### src/rtl/clkdist_seq.sv
// Power-up sequencer for the clock distribution block.
// Walks OFF -> BIAS -> PWRUP -> SETTLE -> RUN, with a testbus (ATB) side state and a
// sticky FAULT state. Every output is a flop decoded from the state being entered.
module clkdist_seq (
    input  logic       clk,
    input  logic       rstb,
    input  logic       enable,
    input  logic       supply_ok,
    input  logic       iref_ok,
    input  logic [7:0] cfg_bias_wait,
    input  logic [7:0] cfg_settle,
    input  logic       atb_req,
    input  logic [1:0] atb_sel,
    output logic       pdb,
    output logic       clk_gate_en,
    output logic [1:0] atb_ena,
    output logic       atb_ack,
    output logic       ready,
    output logic       fault,
    output logic [2:0] state
);

    typedef enum logic [2:0] {
        StOff    = 3'd0,
        StBias   = 3'd1,
        StPwrup  = 3'd2,
        StSettle = 3'd3,
        StRun    = 3'd4,
        StAtb    = 3'd5,
        StFault  = 3'd6
    } state_e;

    // Kept as plain vectors so the unused code 7 is representable and recoverable.
    logic [2:0] state_q, state_d;
    logic [7:0] cnt_q, cnt_d;
    logic [1:0] sel_q, sel_d;

    logic       pdb_q, gate_q, ack_q, ready_q, fault_q;
    logic [1:0] ena_q;

    logic       up_d;

    // Next-state, dwell counter and latched testbus select.
    always_comb begin
        state_d = state_q;
        cnt_d   = cnt_q;
        sel_d   = sel_q;
        if (state_q == StOff) begin
            if (enable && supply_ok) begin
                state_d = StBias;
                cnt_d   = cfg_bias_wait;
            end
        end else if (state_q > StFault) begin
            state_d = StOff;
        end else if (!enable) begin
            state_d = StOff;
        end else if (!supply_ok) begin
            state_d = StFault;
        end else begin
            case (state_q)
                StBias: begin
                    if (cnt_q != 8'd0) begin
                        cnt_d = cnt_q - 8'd1;
                    end else begin
                        state_d = iref_ok ? StPwrup : StFault;
                    end
                end
                StPwrup: begin
                    state_d = StSettle;
                    cnt_d   = cfg_settle;
                end
                StSettle: begin
                    if (cnt_q != 8'd0) begin
                        cnt_d = cnt_q - 8'd1;
                    end else begin
                        state_d = StRun;
                    end
                end
                StRun: begin
                    if (atb_req) begin
                        state_d = StAtb;
                        sel_d   = atb_sel;
                    end
                end
                StAtb: begin
                    if (!atb_req) begin
                        state_d = StRun;
                    end
                end
                default: begin
                    // FAULT is left only through enable=0, handled above.
                    state_d = state_q;
                end
            endcase
        end
    end

    // Distribution is powered in PWRUP, SETTLE, RUN and ATB.
    always_comb begin
        up_d = (state_d == StPwrup) || (state_d == StSettle) ||
               (state_d == StRun)   || (state_d == StAtb);
    end

    // State and registered output decode, synchronous active-low reset.
    always_ff @(posedge clk) begin
        if (!rstb) begin
            state_q <= StOff;
            cnt_q   <= 8'd0;
            sel_q   <= 2'b00;
            pdb_q   <= 1'b0;
            gate_q  <= 1'b0;
            ena_q   <= 2'b00;
            ack_q   <= 1'b0;
            ready_q <= 1'b0;
            fault_q <= 1'b0;
        end else begin
            state_q <= state_d;
            cnt_q   <= cnt_d;
            sel_q   <= sel_d;
            pdb_q   <= up_d;
            // Gate only opens in states that also assert pdb.
            gate_q  <= (state_d == StRun) || (state_d == StAtb);
            ena_q   <= (state_d == StAtb) ? sel_d : 2'b00;
            ack_q   <= (state_d == StAtb);
            ready_q <= (state_d == StRun) || (state_d == StAtb);
            fault_q <= (state_d == StFault);
        end
    end

    assign pdb         = pdb_q;
    assign clk_gate_en = gate_q;
    assign atb_ena     = ena_q;
    assign atb_ack     = ack_q;
    assign ready       = ready_q;
    assign fault       = fault_q;
    assign state       = state_q;

endmodule
### config.mk
export PLATFORM = sky130hd
export DESIGN_NAME = clkdist_seq
export DESIGN_NICKNAME = d
export VERILOG_FILES = /design/src/rtl/clkdist_seq.sv
export SDC_FILE = /design/constraint.sdc
export NUM_CORES = 1
export LEC_CHECK = 0
export CAP_MARGIN = 20
export CORE_MARGIN = 5
export CORE_UTILIZATION = 35
export DETAILED_ROUTE_END_ITERATION = 10
export GPL_TIMING_DRIVEN = 0
export PLACE_DENSITY_LB_ADDON = 0.12
export SLEW_MARGIN = 10
export SYNTH_ARGS = -nofsm -noshare
export SYNTH_HDL_FRONTEND = slang
export SYNTH_SLANG_ARGS = --single-unit
### constraint.sdc
create_clock -name clk -period 1.97 [get_ports clk]
set_input_delay 0.394 -clock clk [delete_from_list [all_inputs] [get_ports clk]]
set_output_delay 0.394 -clock clk [all_outputs]
set_load 0.03 [all_outputs]
==> flow_summary.toml, run 1 <==
[power]
ir_drop_mv = 0.332
p_total_uw = 892
p_per_area_nw_per_um2 = 496
p_leak_uw = 0.000677

[clock_network]
cts-hold-fix-buffers = 0
cts_max_path_buffers = 2
root_buffer = "clkbuf_4"
numCtsBuffers = 3
clock_latency_ps = 290
cts_sinks = 19
clkTransAtPathRegs_ps = 100
htree_levels = 1
cts_tree = "built"

[worst_setup_path]
worstSetupPathType = "flop to flop"
crit_family = "compound AO/OA/AOI/OAI gates"
reg2reg_to = "cnt_q[0]"
r2r-start = "cnt_q[0]"
cpPeakStageDelay_ps = 370
cp-start-kind = "flop"
rr_worst_depth = 9
cp_max_fo = 6
cp_common_cell = "buf_4"
path_cells = "inv_1 -> ha_2 -> nor4b_4 -> buf_4 -> a211o_2 -> a21oi_4 -> buf_4 -> mux2i_1 -> nor2b_1"
reg2reg_slack_ps = 60
cp-end-kind = "flop"
cp.buffers_inverters = 3
crit_required_ps = 2160
slowest_stage = "dfxtp_2"
worst_ep_arrival_time_ps = 2100

[logic_synthesis]
yosysWarnings = 0
synth_area_leaders = "dfxtp_1 30%, mux2i_1 4.8%, nor2_1 4.5%"
synthDominantCellAreaShare_pct = 30.3
synth_cell_types = 41
ys_ff_latch = 19
postSynthCellCount = 148
yosysTopAreaCell = "dfxtp_1"
synth_area_um2 = 1250
ys_seq_area_share_pct = 30.3
synth_area_per_cell_um2 = 8.47
syn_nets = 175

[cells_and_area]
fin_util_pct = 53.1
drive_gt1_share_pct = 20.2
diodes = 0
nets = 221
area_growth_pct = 43.5
final_cell_area_um2 = 1800
nFillCells = 307

[timing]
slew-limit-headroom_pct = 72.0
finalCritPeriodShare_pct = 96.8
max_freq_mhz = 525
final_max_slew_viol_count = 0
skew_ps = 1.12
fin_ws_ps = 63.7
finalSetupViolCount = 0
tightest_slew_ps = 417
fin_crit_ps = 1910
whs_ps = 491
hold_viol = 0

[hold_path]
holdPathEnd = "sel_q[0]"
hold_path_class = "flop to flop"
min-delay-start = "sel_q[0]"
holdPathStages = 2

[placement]
port_buffers = 33
place_ws_ps = -326
place_congestion = 0.785
hpwl_um = 2360
place_area_um2 = 1640

[grt]
gr-usage-all-layers_pct = 12.8
grt_antenna_before_repair = 0
grt_max_degree = 12
grt_pass1_wl_um = 5290
grt_pass1_vias = 1182
overflow = 0

[floorplan]
std_cell_rows = 21
io_pins = 34
die_w_um = 69.9
initial_core_util_pct = 37.0
die_h_um = 69.9
core_area_um2 = 3390
die_area_um2 = 4880

[drt]
first_pass_iters = 4
ant_nets = 0
routed_wl_um = 3120
vias = 1189
viasPerCell = 4.97
detail_route.wl_per_cell_um = 13.0
drt_iter0_markers = 101
post-route-drc-count = 0

[status]
status = "finished clean"

[job]
drv_cap = 0
==> worst max-delay path by stage <==
stage / startpoint / to / cells past startpoint
5_1_grt: state[1] / pdb / 8
6_report: cnt_q[0] / cnt_q[0] / 9
4_1_cts: cnt_q[0] / pdb / 7
3_3_place_gp: supply_ok / atb_ena[0] / 6
3_5_place_dp: supply_ok / atb_ena[0] / 6
2_1_floorplan: state[1] / pdb / 8
==> registers in the layout (all words and copies together) (netlist names) <==
signal and count:
atb_ack 1, atb_ena 2, cnt_q 8, fault 1
pdb 1, ready 1, sel_q 2, state 3
==> placed cells by master, fill, tap and decap left out, types with 2 or more instances in the layout <==
cell / count
clkdlybuf4s50_1: 32
nor2_1: 15
dfxtp_1: 15
nand2_1: 12
o21ai_0: 11
a21oi_1: 9
buf_4: 9
inv_1: 8
mux2i_1: 6
nor3_1: 6
a211oi_1: 5
nor2b_1: 4
clkbuf_4: 4
xnor2_1: 4
dfxtp_2: 4
buf_2: 3
nand3_1: 3
xor2_1: 3
a211o_1: 3
a31oi_1: 3
nand2b_1: 2
nor4b_4: 2
nor3b_1: 2
clkbuf_1: 2
==> repair_timing <==
item	4_1_cts	5_1_grt
pin swaps	2	4
endpoints found under the setup margin	5	12
gates resized for setup	5	12
setup buffers	0	8
==> cells in the mapped netlist, drive strengths merged <==
master	instances
o2111ai	1
nor2b	4
a31oi	3
a31o	1
inv	9
nor3b	3
nor4	1
buf	7
a211o	4
a311oi	1
nand3	4
ha	3
mux2i	6
xor2	3
a21boi	1
o211ai	1
o21bai	1
a21oi	10
nand4b	1
xnor2	4
nand2b	2
nand2	12
a311o	1
dfxtp	19
a211oi	6
nor3	7
a32oi	2
o21ai	11
clkbuf	2
nor2	15
nor4b	2
nand3b	1
==> metrics by stage <==
stage | cells | TNS (ps)
floorplan | 148 | 0
global placement | 227 | -746
detailed placement | 227 | -923
CTS | 231 | -24.2
global route | 239 | -16.8
finish | 239 | 0
==> per-layer routing <==
layer | GRT usage, % | share of wire, % | vias to the layer above
met3 | 2.73 | 5.2 | 2
met5 | 0 | 0 | -
met1 | 17.4 | 49 | 540
met2 | 19.9 | 45 | 27
met4 | 4.47 | 0.61 | 0
li1 | - | - | 620
==> layout make-up <==
| type | count | area, µm² | share of cell area, % |
|---|---|---|---|
| Tap cell | 46 | 57.6 | 3.20 |
| Clock inverter | 1 | 5.00 | 0.278 |
| Inverter | 9 | 37.5 | 2.09 |
| Sequential cell | 19 | 385 | 21.4 |
| Multi-Input combinational cell | 111 | 838 | 46.6 |
| Clock buffer | 3 | 22.5 | 1.25 |
| Buffer | 9 | 63.8 | 3.55 |
| Timing Repair Buffer | 41 | 389 | 21.6 |
==> tightest hold or removal path, stage by stage, from the launching register on <==
cell and delay, ps:
dfxtp_1 310, nand2_1 50, mux2i_1 80
==> cell families (layout without fill, tap and decap cells) <==
group,count (synthesis),after routing,share of synthesized area [%]
flops,19,19,30.3
buf+inv,18,63,6.79
mux,6,6,4.79
simple gates,52,52,24.0
fa+ha+maj,3,3,2.99
compound gates,43,43,26.2
xor+xnor,7,7,4.89
==> power by group <==
| group | internal [µW] | switching, µW | leakage, µW | total (µW) |
|---|---|---|---|---|
| Clock | 75.5 | 113 | 0.0000177 | 189 |
| Combinational | 150 | 132 | 0.000503 | 282 |
| Sequential | 399 | 22.0 | 0.000156 | 421 |
No activity file was read; power rests on OpenSTA's default activity.
==> inputs of run 2 (changes only) <==
- CAP_MARGIN: 20 -> default
- CTS_CLUSTER_DIAMETER: default -> 200
==> results of run 2 <==
No change in the layout: final DEF, timing and power equal those of run 1.
